`src/rtl/gt_link_tx.sv`:
```
// Credit-based link-layer transmitter: SYNC handshake after reset, then data forwarded
// against remote credits, with CREDIT control words returning locally freed buffer space.
module gt_link_tx #(
  parameter int unsigned GT_FIFO_SIZE = 64,
  parameter int unsigned CREDITS      = 32,
  parameter int unsigned CNT_W        = 6,
  parameter int unsigned CREDIT_BATCH = 8,
  parameter int unsigned SYNC_MIN     = 16
) (
  input  logic                    clk,
  input  logic                    reset,
  input  logic [GT_FIFO_SIZE-1:0] in_data,
  input  logic                    in_valid,
  output logic                    in_ready,
  output logic [GT_FIFO_SIZE-1:0] tx_data,
  output logic                    tx_valid,
  input  logic                    tx_ready,
  input  logic                    link_up,
  input  logic                    remote_credit_valid,
  input  logic [CNT_W-1:0]        remote_credit_count,
  input  logic                    local_free,
  output logic [CNT_W-1:0]        credits_available,
  output logic                    link_active
);

  localparam int unsigned SW = $clog2(SYNC_MIN + 1);

  localparam logic [CNT_W-1:0] L_CREDITS  = CNT_W'(CREDITS);
  localparam logic [CNT_W-1:0] L_BATCH    = CNT_W'(CREDIT_BATCH);
  localparam logic [SW-1:0]    L_SYNC_MIN = SW'(SYNC_MIN);
  localparam logic [7:0]       CTRL_DEST  = 8'hFE;
  localparam logic [7:0]       TYPE_SYNC  = 8'h00;
  localparam logic [7:0]       TYPE_CRED  = 8'h01;

  localparam logic [GT_FIFO_SIZE-1:0] SYNC_WORD =
    {CTRL_DEST, TYPE_SYNC, {(GT_FIFO_SIZE-16){1'b0}}};

  typedef enum logic {StInit, StRun} state_e;

  state_e                  r_state;
  logic [GT_FIFO_SIZE-1:0] r_tx_data;
  logic                    r_tx_valid;
  logic [CNT_W-1:0]        r_credits;
  logic [CNT_W-1:0]        r_local_acc;
  logic [SW-1:0]           r_sync_cnt;

  logic                    w_run;
  logic                    w_free;
  logic                    w_can_data;
  logic                    w_sel_credit;
  logic                    w_in_ready;
  logic                    w_data_acc;
  logic                    w_sync_acc;
  logic                    w_sync_done;
  logic [CNT_W:0]          w_cred_sum;
  logic [CNT_W-1:0]        w_credits_d;
  logic [CNT_W-1:0]        w_acc_base;
  logic [CNT_W-1:0]        w_acc_d;
  logic [GT_FIFO_SIZE-1:0] w_credit_word;

  assign w_run      = (r_state == StRun);
  assign w_free     = !r_tx_valid || tx_ready;
  assign w_can_data = in_valid && (r_credits != '0);

  // A credit word goes out once a batch is ready, or early whenever data cannot use the slot.
  assign w_sel_credit = w_run && w_free &&
                        ((r_local_acc >= L_BATCH) || ((r_local_acc != '0) && !w_can_data));

  assign w_in_ready = w_run && w_free && (r_credits != '0) && !w_sel_credit;
  assign w_data_acc = in_valid && w_in_ready;

  // Counting the SYNC being accepted now lets the last one close INIT without an extra SYNC.
  assign w_sync_acc  = !w_run && r_tx_valid && tx_ready;
  assign w_sync_done = (r_sync_cnt == L_SYNC_MIN) ||
                       (w_sync_acc && (r_sync_cnt == L_SYNC_MIN - 1'b1));

  assign w_credit_word = {CTRL_DEST, TYPE_CRED, {(GT_FIFO_SIZE-16-CNT_W){1'b0}}, r_local_acc};

  always_comb begin
    w_cred_sum = {1'b0, r_credits} - {{CNT_W{1'b0}}, w_data_acc};
    if (remote_credit_valid) begin
      w_cred_sum = w_cred_sum + {1'b0, remote_credit_count};
    end
    w_credits_d = (w_cred_sum > {1'b0, L_CREDITS}) ? L_CREDITS : w_cred_sum[CNT_W-1:0];
  end

  always_comb begin
    w_acc_base = w_sel_credit ? '0 : r_local_acc;
    w_acc_d    = w_acc_base;
    if (local_free && (w_acc_base != L_CREDITS)) begin
      w_acc_d = w_acc_base + 1'b1;
    end
  end

  always_ff @(posedge clk) begin
    if (reset) begin
      r_state     <= StInit;
      r_tx_data   <= '0;
      r_tx_valid  <= 1'b0;
      r_credits   <= L_CREDITS;
      r_local_acc <= '0;
      r_sync_cnt  <= '0;
    end else begin
      r_credits   <= w_credits_d;
      r_local_acc <= w_acc_d;
      unique case (r_state)
        StInit: begin
          if (w_sync_acc && (r_sync_cnt != L_SYNC_MIN)) begin
            r_sync_cnt <= r_sync_cnt + 1'b1;
          end
          if (w_sync_done && link_up) begin
            r_state <= StRun;
            if (tx_ready) begin
              r_tx_valid <= 1'b0;
            end
          end else if (w_free) begin
            r_tx_valid <= 1'b1;
            r_tx_data  <= SYNC_WORD;
          end
        end
        StRun: begin
          if (w_sel_credit) begin
            r_tx_valid <= 1'b1;
            r_tx_data  <= w_credit_word;
          end else if (w_data_acc) begin
            r_tx_valid <= 1'b1;
            r_tx_data  <= in_data;
          end else if (tx_ready) begin
            r_tx_valid <= 1'b0;
          end
        end
        default: r_state <= StInit;
      endcase
    end
  end

  assign in_ready          = w_in_ready;
  assign tx_data           = r_tx_data;
  assign tx_valid          = r_tx_valid;
  assign credits_available = r_credits;
  assign link_active       = w_run;

endmodule
```
`config.mk`:
```
export PLATFORM = sky130hd
export DESIGN_NAME = gt_link_tx
export DESIGN_NICKNAME = d
export VERILOG_FILES = /design/src/rtl/gt_link_tx.sv
export SDC_FILE = /design/constraint.sdc
export NUM_CORES = 1
export LEC_CHECK = 0
export ABC_AREA = 0
export BUFFER_PORTS_ARGS = -buffer_cell sky130_fd_sc_hd__buf_4
export CAP_MARGIN = 20
export CORE_UTILIZATION = 50
export DETAILED_ROUTE_END_ITERATION = 8
export PLACE_DENSITY = 0.81
export SETUP_SLACK_MARGIN = 0.15
export SLEW_MARGIN = 40
export SYNTH_ARGS = -nofsm -noshare
export SYNTH_HDL_FRONTEND = slang
export SYNTH_SLANG_ARGS = --single-unit
```
`constraint.sdc`:
```
create_clock -name clk -period 4.3 [get_ports clk]
set_clock_uncertainty 0.2 [all_clocks]
set_input_delay 0.43 -clock clk [delete_from_list [all_inputs] [get_ports clk]]
set_output_delay 0.43 -clock clk [all_outputs]
set_load 0.05 [all_outputs]
```
# Yosys cells after proc, flatten, opt, wreduce, memory -nomap -nowiden
# Index checks and enable logic that the tools add are counted.
[totals]
regBits = 83
in_bits = 77
out_inout_bits = 73
elab_cells = 62
[classes]
n_addsub = 4
order_cmp = 2
eq_ne = 8
muxes = 16
n_bitwise = 1
n_reduce_logical = 25
[op_table]
columns = ["cell", "count"]
rows = [
  ["$mux 64", 4],
  ["$pmux 64 s2", 1],
  ["$logic_and 1x1->1", 13],
  ["$mux 6", 2],
  ["$reduce_bool 6->1", 2],
  ["$add 7x6->7", 1],
  ["$gt 7x6->1 const B", 1],
  ["$mux 1", 7],
  ["$mux 7", 1],
  ["$sub 6x1->7", 1],
  ["$add 6x1->6 const B", 1],
  ["$ge 6x4->1 const B", 1],
  ["$ne 6x6->1 const B", 1],
  ["$add 5x1->5 const B", 1],
  ["$eq 5x4->1 const B", 1],
  ["$eq 5x5->1 const B", 1],
  ["$ne 5x5->1 const B", 1],
  ["$logic_not 1->1", 4],
  ["$ne 2x2->1 const B", 2],
  ["$logic_or 1x1->1", 3],
  ["$ne 3x1->1 const B", 1],
  ["$ne 3x3->1 const B", 1],
  ["$reduce_and 3->1", 1],
  ["$pmux 1 s2", 1],
  ["other kinds (3)", 3],
]

# Logic depth before layout (Yosys ltp)
[depth]
depth_word = 14
mapped_depth = 16
depth_no_buf = 15

# Worst setup path before layout
# Ideal clock, no wire load.
[synth_path]
path_kind = "reg-to-reg"
startpoint = "register r_state (netlist: link_active)"
endpoint = "register r_credits[0] (netlist: credits_available[0])"
setup_time_ns = 0.086
arrival_time_ns = 3.576
required_ns = 4.014
path_slack_ns = 0.438
path_stages_with_launch = 15
path_buffers = 2
period_less_slack_ns = 3.862
cell_sequence = "dfxtp_1 -> buf_2 -> and2_1 -> clkbuf_1 -> nand2_1 -> nor2_1 -> ha_1 -> ha_1 -> xor2_1 -> ha_1 -> a211oi_1 -> o21ba_2 -> o211ai_1 -> a221o_1 -> a211oi_1"
[synth_via]
elab_chain_cells = 10
elab_cells_between_ends = 11
classes_between = "2 x add/sub; 1 x order compare; 1 x mux; 7 x reduce/logical"
[synth_rtl]
columns = ["element", "line_no", "source"]
rows = [
  ["from (decl)", "40", "state_e r_state;"],
  ["from (signal assigned)", "97", "r_state <= StInit;"],
  ["from (signal assigned)", "112", "r_state <= StRun;"],
  ["from (signal assigned)", "132", "default: r_state <= StInit;"],
  ["$logic_and 1x1->1 *", "66, 69", ""],
  ["$logic_and 1x1->1", "66", "assign w_sel_credit = w_run && w_free &&"],
  ["$logic_not 1->1", "69", "assign w_in_ready = w_run && w_free && (r_credits != '0) && !w_sel_credit;"],
  ["$logic_and 1x1->1 *", "69", ""],
  ["$logic_and 1x1->1 *", "70", "assign w_data_acc = in_valid && w_in_ready;"],
  ["$sub 6x1->7 *", "80", "w_cred_sum = {1'b0, r_credits} - {{CNT_W{1'b0}}, w_data_acc};"],
  ["$add 7x6->7", "82", "w_cred_sum = w_cred_sum + {1'b0, remote_credit_count};"],
  ["$mux 7 *", "81", "if (remote_credit_valid) begin"],
  ["$gt 7x6->1", "84", "w_credits_d = (w_cred_sum > {1'b0, L_CREDITS}) ? L_CREDITS : w_cred_sum[CNT_W-1:0];"],
  ["$reduce_or 2->1 (no line)", "n/a", ""],
  ["to (signal assigned)", "104", "r_credits <= w_credits_d;"],
  ["to (decl)", "43", "logic [CNT_W-1:0] r_credits;"],
]
# Mark *: on every way between the ends. The rest lies on a longest branch, timed or not.
# A chain may end at the register's enable or synchronous reset.

# Final worst setup path
[layout_path]
startpoint = "register r_local_acc[4]"
endpoint = "register r_credits[5] (netlist: credits_available[5])"
[layout_via]
elab_chain_cells = 12
elab_cells_between_ends = 13
classes_between = "2 x add/sub; 2 x order compare; 1 x mux; 8 x reduce/logical"
[layout_rtl]
columns = ["element", "line_no", "source"]
rows = [
  ["from (decl)", "44", "logic [CNT_W-1:0] r_local_acc;"],
  ["from (signal assigned)", "105", "r_local_acc <= w_acc_d;"],
  ["branches (longest 2 deep; another with $ge 6x4->1)", "n/a", ""],
  ["$logic_or 1x1->1 *", "67", "((r_local_acc >= L_BATCH) || ((r_local_acc != '0) && !w_can_data));"],
  ["$logic_and 1x1->1 *", "66", ""],
  ["$logic_not 1->1 *", "69", ""],
  ["$logic_and 1x1->1 *", "69", ""],
  ["$logic_and 1x1->1 *", "70", ""],
  ["$sub 6x1->7 *", "80", ""],
  ["$add 7x6->7", "82", ""],
  ["$mux 7 *", "81", ""],
  ["$gt 7x6->1", "84", ""],
  ["$reduce_or 2->1 (no line)", "n/a", ""],
]
# Every way passes the cells marked *.

==> results.yml <==
critical_path:
  max_stage_delay_ns: 0.42
  crit_type: "flop to flop"
  cp_max_fo: 5
  cp-end-kind: "flop"
  worstPathCellList: "or3_4, a21oi_1, nand2_1, nor2_1, ha_1, ha_1, nor3b_1, xnor2_1, inv_1, ha_1, o21ai_0, o21ai_0, a211oi_1, nor2_1, or2_1"
  cp.arrival_ns: 3.78
  cp_common_cell: "ha_1"
  start_kind: "flop"
  required_ns: 4.34
  cpMaxStageDelayCell: "or3_4"
synth:
  async_flop_share_pct: 0
  synth_top_flop_cell: "dfxtp_1"
  synth-seq-cells: 83
  synth.distinct_cells: 55
  synth.net_count: 570
  yosys_warnings: 0
  synth_edf_count: 0
  syn_inst: 478
  ys_seq_area_share_pct: 40.2
  avgSynthCellArea_sq_um: 8.65
  netlist_area_sq_um: 4140
grt:
  grt_pass1_wl_um: 18300
  grtUsageTotal_pct: 26.2
  grt_overflow: 0
  first_global_vias: 3846
  antenna_found_initial: 0
  grt_max_degree: 80
drt:
  drt_wl_total_um: 11400
  dr_wl_met3_um: 637
  vias: 4150
  drt-initial-drc-count: 195
  wl_met1_um: 4800
  routed-wl-met2_um: 5760
  wl_per_cell_um: 16.2
  first_pass_iters: 4
  vias_per_cell: 5.89
  highest_layer: "met4"
  route.detailed.drc: 0
  postRouteAntennaNets: 0
final_layout:
  drive_above_1_share_pct: 34.2
  final_area_sq_um: 5410
  fin_cells: 705
  seq_area_sq_um: 1660
  antenna_cells: 0
  final_cell_mix: "buf_4, dfxtp_1, a21oi_1, nand3_1, nand4_1"
  layout_commonest_cell: "buf_4"
  multi_input_area_sq_um: 2220
  nets: 690
  area_delta_synth_final_pct: 30.7
  final_core_util_pct: 68.9
  fill_cells: 671
clock_tree:
  ctsLongestPathBuffers: 2
  clk_latency_ns: 0.35
  cts_buffers: 9
  cts_setup_buffers: 0
  path_clk_slew_ns: 0.08
  hold_buffers: 0
  cts_sinks: 83
  h-tree-depth: 3
  cts_tree: "built"
  cts_root_buffer: "clkbuf_8"
floorplan:
  core-area_sq_um: 7850
  die_x_um: 93.0
  row_count: 32
  die_h_um: 93.0
  start_util_pct: 52.7
  io_pins: 150
  die_area_sq_um: 8640
placed_design:
  placed_cells: 689
  dpl.hpwl_um: 7790
  placed_cell_area_sq_um: 5220
  numPortBuffers: 149
  gp_congestion: 0.909
sta:
  max_freq_mhz: 267
  period_share_pct: 87.0
  worstMarginPinSlew_ns: 0.775
  hold_viol_final: 0
  setup_viol: 0
  tns_ns: 0
  period_needed_ns: 3.74
  drv_slew: 0
  rsz0062_at_grt: "false"
  holdWs_ns: 0.147
  maxSlewHeadroom_pct: 48.2
worst_hold_path:
  hp-class: "input port to flop"
outcome:
  status: "finished, final reports clean"
pwr:
  powerDensity_nw_per_um2: 323
  p_leak_nw: 2.19
  ir_worst_vdd_uv: 187
run:
  max-cap-violations: 0
per-layer routing:
layer | vias up | GRT usage (%)
met4 | 0 | 8.97
met5 | - | 0
met2 | 157 | 45.9
met3 | 24 | 4.68
li1 | 2010 | -
met1 | 1959 | 32.1
registers in the layout (all words and copies together), names as in the netlist:
signal / cells
r_sync_cnt: 5
link_active: 1
tx_data: 64
r_local_acc: 6
credits_available: 6
tx_valid: 1
path summary, 6_finish.rpt:
kind / startpoint / to / slack, ns / cells after the start
worst max-delay path: r_local_acc[4]$_SDFF_PP0_ / credits_available[5]$_SDFF_PP1_ / 0.56 / 15
worst min-delay path: in_data[56] / tx_data[56]$_SDFFE_PP0P_ / 0.15 / 3
worst max register to register: r_local_acc[4]$_SDFF_PP0_ / credits_available[5]$_SDFF_PP1_ / 0.56 / 15
worst min register to register: tx_data[56]$_SDFFE_PP0P_ / tx_data[56]$_SDFFE_PP0P_ / 0.27 / 2
power by group:
| part | internal (mW) | leakage, nW | total (mW) | switching (mW) |
|---|---|---|---|---|
| Clock | 0.216 | 0.0771 | 0.511 | 0.295 |
| Sequential | 0.794 | 0.674 | 0.819 | 0.0253 |
| Combinational | 0.153 | 1.44 | 0.415 | 0.262 |
| Total | 1.16 | 2.19 | 1.75 | 0.583 |
through the flow:
step,setup WS (ns),total power [mW]
2_1_floorplan,0.438,1.11
3_3_place_gp,0.482,1.24
3_5_place_dp,0.290,1.25
4_1_cts,0.447,1.75
5_1_grt,0.248,1.82
6_report,0.558,1.75
layout make-up:
type / count / area share, %
multi-input combinational: 336 / 41.1
sequential: 83 / 30.8
timing repair buffer: 155 / 21.6
clock buffer: 10 / 2.36
tap: 102 / 2.36
clock inverter: 6 / 0.926
inverter: 13 / 0.903
Yosys cell counts (all sizes together), types with 2 or more instances:
cell type	instances	area [sq um]
dfxtp	83	1660
a311oi	4	35.0
a211oi	17	190
or2	4	25.0
or3	2	17.5
mux2i	2	20.0
nor2	31	116
ha	14	175
nand2	11	43.8
o211ai	5	42.5
o21bai	2	15.0
nor3	23	165
inv	13	48.8
clkbuf	21	78.8
xnor2	6	52.6
buf	25	153
nand2b	3	18.8
nand3	56	280
o21ai	9	48.8
nor3b	4	30.0
xor2	7	61.3
nand4	53	332
a221o	2	20.0
a21oi	59	295
a32oi	3	26.3
kinds of logic (layout without fill, tap and decap cells):
| group | Yosys count | after routing | synth area share [%] |
|---|---|---|---|
| AND/OR/NAND/NOR | 196 | 196 | 27.0 |
| AO/OA/AOI/OAI | 110 | 110 | 18.1 |
| flip-flops | 83 | 83 | 40.2 |
| buffers and inverters | 59 | 184 | 6.78 |
| adder cells (fa/ha/maj) | 15 | 15 | 4.72 |
| XOR/XNOR | 13 | 13 | 2.75 |
| multiplexers | 2 | 2 | 0.484 |
critical path: cells and delay by family (launching register included):
family,cells,cell delay (ns)
simple gates,6,1.33
compound gates,4,0.74
fa+ha+maj,3,0.67
flops,1,0.36
xor+xnor,1,0.22
buf+inv,1,0.10
timing repair:
action | 4_1_cts | 5_1_grt
endpoints found under the setup margin | 0 | 5
hold endpoints to repair | 0 | 0
resized for setup | 0 | 2
(Power assumes the default switching activity.)
